## config.mk

```make
export PLATFORM = sky130hd
export DESIGN_NAME = bpu_update_queue
export DESIGN_NICKNAME = d
export VERILOG_FILES = /design/src/rtl/bpu_pkg.sv /design/src/rtl/sync_fifo.sv /design/src/rtl/bpu_update_queue.sv
export SDC_FILE = /design/constraint.sdc
export NUM_CORES = 1
export LEC_CHECK = 0
export BUFFER_PORTS_ARGS = -buffer_cell sky130_fd_sc_hd__buf_2
export CELL_PAD_IN_SITES_DETAIL_PLACEMENT = 1
export CELL_PAD_IN_SITES_GLOBAL_PLACEMENT = 1
export CORE_ASPECT_RATIO = 1.25
export CORE_MARGIN = 8
export CORE_UTILIZATION = 31
export DETAILED_ROUTE_END_ITERATION = 6
export PLACE_DENSITY_LB_ADDON = 0.1
export SYNTH_ARGS = -nofsm -noshare
export SYNTH_HDL_FRONTEND = slang
export SYNTH_SLANG_ARGS = --single-unit
```

## constraint.sdc

```tcl
create_clock -name clock -period 24.3 [get_ports clock]
set_clock_uncertainty 0.05 [all_clocks]
set_input_delay 7.29 -clock clock [delete_from_list [all_inputs] [get_ports clock]]
set_output_delay 7.29 -clock clock [all_outputs]
set_load 0.01 [all_outputs]
```

## src/rtl/bpu_pkg.sv

```systemverilog
// Shared types for the branch-predictor update path: one queued training request
// carries both the BHT counter update and the BTB write.
package bpu_pkg;

  localparam int BHTBTB_INDEX_WIDTH_DEF = 9;
  localparam int BTB_DATA_WIDTH_DEF     = 129;

  typedef struct packed {
    logic                              bht_write_enable;
    logic [BHTBTB_INDEX_WIDTH_DEF-1:0] bht_write_index;
    logic [1:0]                        bht_write_counter_select;
    logic                              bht_write_inc;
    logic                              bht_write_dec;
    logic                              bht_valid_in;
    logic                              btb_we;
    logic [BTB_DATA_WIDTH_DEF-1:0]     btb_wmask;
    logic [BHTBTB_INDEX_WIDTH_DEF-1:0] btb_write_index;
    logic [BTB_DATA_WIDTH_DEF-1:0]     btb_din;
  } bpu_update_t;

endpackage

```

## src/rtl/sync_fifo.sv

```systemverilog
// Generic single-clock FIFO with show-ahead read; the caller guarantees push/pop legality.
module sync_fifo #(
  parameter int WIDTH = 8,
  parameter int DEPTH = 4
) (
  input  logic                   clock,
  input  logic                   reset,
  input  logic                   push,
  input  logic                   pop,
  input  logic [WIDTH-1:0]       din,
  output logic [WIDTH-1:0]       dout,
  output logic [$clog2(DEPTH):0] count
);

  localparam int AW = $clog2(DEPTH);

  logic [WIDTH-1:0] mem [DEPTH];
  logic [AW-1:0]    head;
  logic [AW-1:0]    tail;

  always_ff @(posedge clock) begin
    if (reset) begin
      head  <= '0;
      tail  <= '0;
      count <= '0;
    end else begin
      if (push) tail <= tail + 1'b1;
      if (pop)  head <= head + 1'b1;
      if (push && !pop)      count <= count + 1'b1;
      else if (pop && !push) count <= count - 1'b1;
    end
  end

  // Storage is deliberately not reset; validity comes from count alone.
  always_ff @(posedge clock) begin
    if (push) mem[tail] <= din;
  end

  assign dout = mem[head];

endmodule

```

## src/rtl/bpu_update_queue.sv

```systemverilog
// Holds BHT/BTB training writes while the fetch BPU owns the table ports and
// replays them one per cycle through registered outputs.
module bpu_update_queue
  import bpu_pkg::*;
#(
  parameter int DEPTH              = 4,
  parameter int BHTBTB_INDEX_WIDTH = BHTBTB_INDEX_WIDTH_DEF,
  parameter int BTB_DATA_WIDTH     = BTB_DATA_WIDTH_DEF,
  parameter int DROP_CNT_WIDTH     = 16
) (
  input  logic                          clock,
  input  logic                          reset,

  input  logic                          in_bht_write_enable,
  input  logic [BHTBTB_INDEX_WIDTH-1:0] in_bht_write_index,
  input  logic [1:0]                    in_bht_write_counter_select,
  input  logic                          in_bht_write_inc,
  input  logic                          in_bht_write_dec,
  input  logic                          in_bht_valid_in,

  input  logic                          in_btb_we,
  input  logic [BTB_DATA_WIDTH-1:0]     in_btb_wmask,
  input  logic [BHTBTB_INDEX_WIDTH-1:0] in_btb_write_index,
  input  logic [BTB_DATA_WIDTH-1:0]     in_btb_din,

  input  logic                          bpu_port_busy,

  output logic                          bht_write_enable,
  output logic [BHTBTB_INDEX_WIDTH-1:0] bht_write_index,
  output logic [1:0]                    bht_write_counter_select,
  output logic                          bht_write_inc,
  output logic                          bht_write_dec,
  output logic                          bht_valid_in,

  output logic                          btb_ce,
  output logic                          btb_we,
  output logic [BTB_DATA_WIDTH-1:0]     btb_wmask,
  output logic [BHTBTB_INDEX_WIDTH-1:0] btb_write_index,
  output logic [BTB_DATA_WIDTH-1:0]     btb_din,

  output logic [$clog2(DEPTH):0]        occupancy,
  output logic                          full,
  output logic [DROP_CNT_WIDTH-1:0]     drop_count
);

  localparam int CW = $clog2(DEPTH) + 1;
  localparam logic [CW-1:0] DEPTH_C = CW'(DEPTH);

  bpu_update_t in_req;
  bpu_update_t head_entry;
  bpu_update_t out_q;

  logic req;
  logic deq;
  logic bypass;
  logic room;
  logic push;
  logic pop;
  logic drop;

  always_comb begin
    in_req                          = '0;
    in_req.bht_write_enable         = in_bht_write_enable;
    in_req.bht_write_index          = in_bht_write_index;
    in_req.bht_write_counter_select = in_bht_write_counter_select;
    in_req.bht_write_inc            = in_bht_write_inc;
    in_req.bht_write_dec            = in_bht_write_dec;
    in_req.bht_valid_in             = in_bht_valid_in;
    in_req.btb_we                   = in_btb_we;
    in_req.btb_wmask                = in_btb_wmask;
    in_req.btb_write_index          = in_btb_write_index;
    in_req.btb_din                  = in_btb_din;
  end

  // An empty, unstalled queue forwards the request straight into the output
  // register so a lone request still reaches the tables one cycle later.
  assign req    = in_bht_write_enable | in_btb_we;
  assign deq    = (occupancy != '0) && !bpu_port_busy;
  assign bypass = req && (occupancy == '0) && !bpu_port_busy;
  assign room   = (occupancy < DEPTH_C) || deq;
  assign push   = req && room && !bypass && !reset;
  assign pop    = deq && !reset;
  assign drop   = req && !room && !reset;

  sync_fifo #(
    .WIDTH ($bits(bpu_update_t)),
    .DEPTH (DEPTH)
  ) u_fifo (
    .clock (clock),
    .reset (reset),
    .push  (push),
    .pop   (pop),
    .din   (in_req),
    .dout  (head_entry),
    .count (occupancy)
  );

  always_ff @(posedge clock) begin
    if (reset)       out_q <= '0;
    else if (deq)    out_q <= head_entry;
    else if (bypass) out_q <= in_req;
    else             out_q <= '0;
  end

  always_ff @(posedge clock) begin
    if (reset)                         drop_count <= '0;
    else if (drop && drop_count != '1) drop_count <= drop_count + 1'b1;
  end

  assign bht_write_enable         = out_q.bht_write_enable;
  assign bht_write_index          = out_q.bht_write_index;
  assign bht_write_counter_select = out_q.bht_write_counter_select;
  assign bht_write_inc            = out_q.bht_write_inc;
  assign bht_write_dec            = out_q.bht_write_dec;
  assign bht_valid_in             = out_q.bht_valid_in;
  assign btb_ce                   = out_q.btb_we;
  assign btb_we                   = out_q.btb_we;
  assign btb_wmask                = out_q.btb_wmask;
  assign btb_write_index          = out_q.btb_write_index;
  assign btb_din                  = out_q.btb_din;

  assign full = (occupancy == DEPTH_C);

endmodule

```

==> flow_metrics.tcl <==
set metrics [dict create \
    outcome "finished, final reports clean" \
    syn_area_per_cell_um2 22.5 \
    cts_buffers 150 \
    die_area_um2 177000 \
    fmax_mhz 91.5 \
    die_x_um 378 \
    fill_cells 15900 \
    min_path_type "register to register" \
    io_pins 590 \
    endpoint_kind "register" \
    drt-total-wl_um 135000 \
    crit_path_max_incr_delay_ps 850 \
    ff2ff_path_depth 6 \
    path_max_fanout 59 \
    p_switching_uw 1670 \
    critical-path-top-delay-family "buffers and inverters" \
    synth_edf_count 1132 \
    multi_input_area_um2 9640 \
    clkPwrFrac_pct 36.1 \
    drv_slew 0 \
    routedWlPerCell_um 25.9 \
    slew_headroom_pct 21.8 \
    grt_pass1_vias 27500 \
    crit_path_start_kind "input pin" \
    yosysWarnings 0 \
    regArea_um2 40200 \
    min_period_ps 10930 \
    layout_setup_ws_ps 13370 \
    clkLatencyLatePin_ps 780 \
    firstDrtPassIters 4 \
    finalSetupTns_ps 0 \
    drv_cap 0 \
    placed_area_um2 55800 \
    ctsResizeCount 0 \
    netlist_area_um2 50700 \
    synth-compound-area-share_pct 5.34 \
    ys.flop_type "edfxtp_1" \
    synth_top_family_by_area "multiplexers" \
    intPower_uw 4740 \
    critPathMostFrequentCell "buf_4" \
    die_y_um 468 \
    power_uw 6410 \
    synth_fa_ha_area_share_pct 0.188 \
    initial_core_util_pct 31.1 \
    cp.arrival_ps 11280 \
    overflow 0 \
    path_depth 7 \
    place_hpwl_um 83100 \
    clock_path_buffers 3 \
    worstHoldPathCells 1 \
    swShare_pct 26.0 \
    post-place-ws_ps 12440 \
    grtUsageTotal_pct 14.9 \
    rsz0062_at_grt "false" \
    synthToLayoutAreaGrowth_pct 20.1 \
    comb_power_share_pct 15.7 \
    syn-num-nets 2547 \
    nets 3192 \
    fin_crit_sh_pct 45.0 \
    clockRootBuffer "clkbuf_16" \
    ant_nets 0 \
    ys_seq_elements 1440 \
    synth_simple_gate_area_share_pct 0.694 \
    cts.sinks 1440 \
    mostFrequentLayoutCell "edfxtp_1" \
    grt_first_pass_wirelength_um 196000 \
    synth_xor_area_share_pct 0.0864 \
    cts_htree_levels 4 \
    fin_area_um2 60900 \
    synthDistinctLibCells 42 \
    cts_tree "done" \
    final_cell_mix "edfxtp_1 (1132), buf_2 (589), dfxtp_1 (306)" \
    tightest_slew_ps 1160 \
    p_per_area_nw_per_um2 105 \
    syn_inst 2254 \
    drive_gt1_share_pct 38.0 \
    final_util_pct 37.3 \
    cts_hold_buf 0 \
    viasPerCell 4.81 \
    rows 166 \
    crit_slowest_cell "buf_4" \
    synth_mux_area_share_pct 12.7 \
    via_count 25200 \
    required_ps 24650 \
    drc 0 \
    port_buffers 589 \
    synthArstFlopShare_pct 0 \
    core_um2 163000 \
    post-cts-setup-buffer-count 0 \
    hold_viol_final 0 \
    cp_num_buf_inv 4 \
    worst_setup_hold_path_clk_slew_ps 60 \
    pwr-share-seq_pct 48.2 \
    vdd_drop_max_mv 0.0601 \
    first_iter_violations 1514 \
    crit_type "input pin to register" \
    ys_seq_area_share_pct 79.2 \
    gp_routability_congestion 0.732 \
    regToRegSetupSlack_ps 19250 \
    worstPathCellList "buf_2 -> o21ba_2 -> o211a_1 -> and2_4 -> buf_4 -> buf_4 -> buf_4" \
    antenna_found_initial 68 \
    grt_start_max_net_pins 137 \
    leakagePower_uw 0.0209 \
    setup_violations 0 \
]
[flip-flops by register name, indices dropped and copies added (netlist names), named ones only]
name / count
u_fifo.tail: 2
bht_write_inc: 1
btb_write_index: 9
bht_write_index: 9
u_fifo.head: 2
bht_write_dec: 1
drop_count: 16
bht_write_counter_select: 2
btb_ce: 1
u_fifo.count: 3
bht_valid_in: 1
u_fifo.mem: 1132
btb_wmask: 129
bht_write_enable: 1
btb_din: 129
[logic make-up after synthesis]
family	Yosys count
buffers and inverters	139
XOR/XNOR	5
AO/OA/AOI/OAI	316
AND/OR/NAND/NOR	59
adder cells (fa/ha/maj)	7
multiplexers	288
flip-flops	1440
[path summary, 6_finish.rpt]
kind,startpoint,endpoint
worst max register to register,register,btb_din[92]
worst min register to register,drop_count[15],drop_count[15]
worst max-delay path,reset,u_fifo.mem[3][58]
worst min-delay path,drop_count[15],drop_count[15]
[Yosys cell counts, drive strengths merged, types with 2 or more instances]
| library cell | count | area, um2 |
|---|---|---|
| and3 | 2 | 12.5 |
| o31ai | 3 | 22.5 |
| nand4 | 7 | 50.1 |
| nor2 | 10 | 37.5 |
| and4 | 4 | 35.0 |
| xor2 | 3 | 26.3 |
| o21ai | 6 | 30.0 |
| buf | 97 | 746 |
| o311ai | 6 | 52.6 |
| nand3 | 4 | 20.0 |
| and2 | 7 | 46.3 |
| o41ai | 7 | 61.3 |
| ha | 6 | 75.1 |
| clkbuf | 36 | 135 |
| inv | 6 | 22.5 |
| a22o | 281 | 2460 |
| nand2 | 7 | 26.3 |
| or3 | 4 | 25.0 |
| mux4 | 283 | 6370 |
| dfxtp | 308 | 6170 |
| edfxtp | 1132 | 34000 |
| nor3 | 4 | 20.0 |
| mux2i | 5 | 50.1 |
| xnor2 | 2 | 17.5 |
| or4 | 3 | 22.5 |
| nor4 | 2 | 18.8 |
| a21oi | 10 | 50.1 |
[metrics by stage]
step | instances | hold WS [ps]
5_1_grt | 5213 | 501
3_5_place_dp | 4931 | 461
4_1_cts | 5213 | 472
2_1_floorplan | 2254 | 435
6_report | 5234 | 465
3_3_place_gp | 4931 | 452
[area by class of cell]
cell class	instances	area share (%)
inverters	6	0.0370
clock inverters	65	1.11
repair buffers	626	5.34
well taps	2184	4.49
flip-flops and latches	1440	66.0
clock buffers	217	7.15
diodes	21	0.0863
multi-input cells	675	15.8
[power by group through the flow]
stage | sequential (uW) | clock (uW) | combinational [uW]
6_report | 3090 | 2310 | 1000
4_1_cts | 3090 | 2400 | 1040
2_1_floorplan | 3190 | 0 | 605
3_5_place_dp | 3140 | 0 | 1040
5_1_grt | 3110 | 2480 | 1090
3_3_place_gp | 3140 | 0 | 1030
[routing by layer]
| metal | routed length (um) | up-vias | track usage, % |
|---|---|---|---|
| met3 | 11900 | 213 | 5.88 |
| met2 | 59900 | 799 | 22.3 |
| met1 | 60900 | 13300 | 20.5 |
| li1 | - | 10800 | - |
| met5 | 337 | - | 0 |
| met4 | 2320 | 52 | 3.45 |
[worst reg2reg max path, stage by stage, from the launching register on]
cell	delay, ps
dfxtp_4	810
buf_4	830
buf_4	940
buf_4	790
buf_4	680
mux4_2	630
a22o_1	200
(Power assumes the default switching activity.)
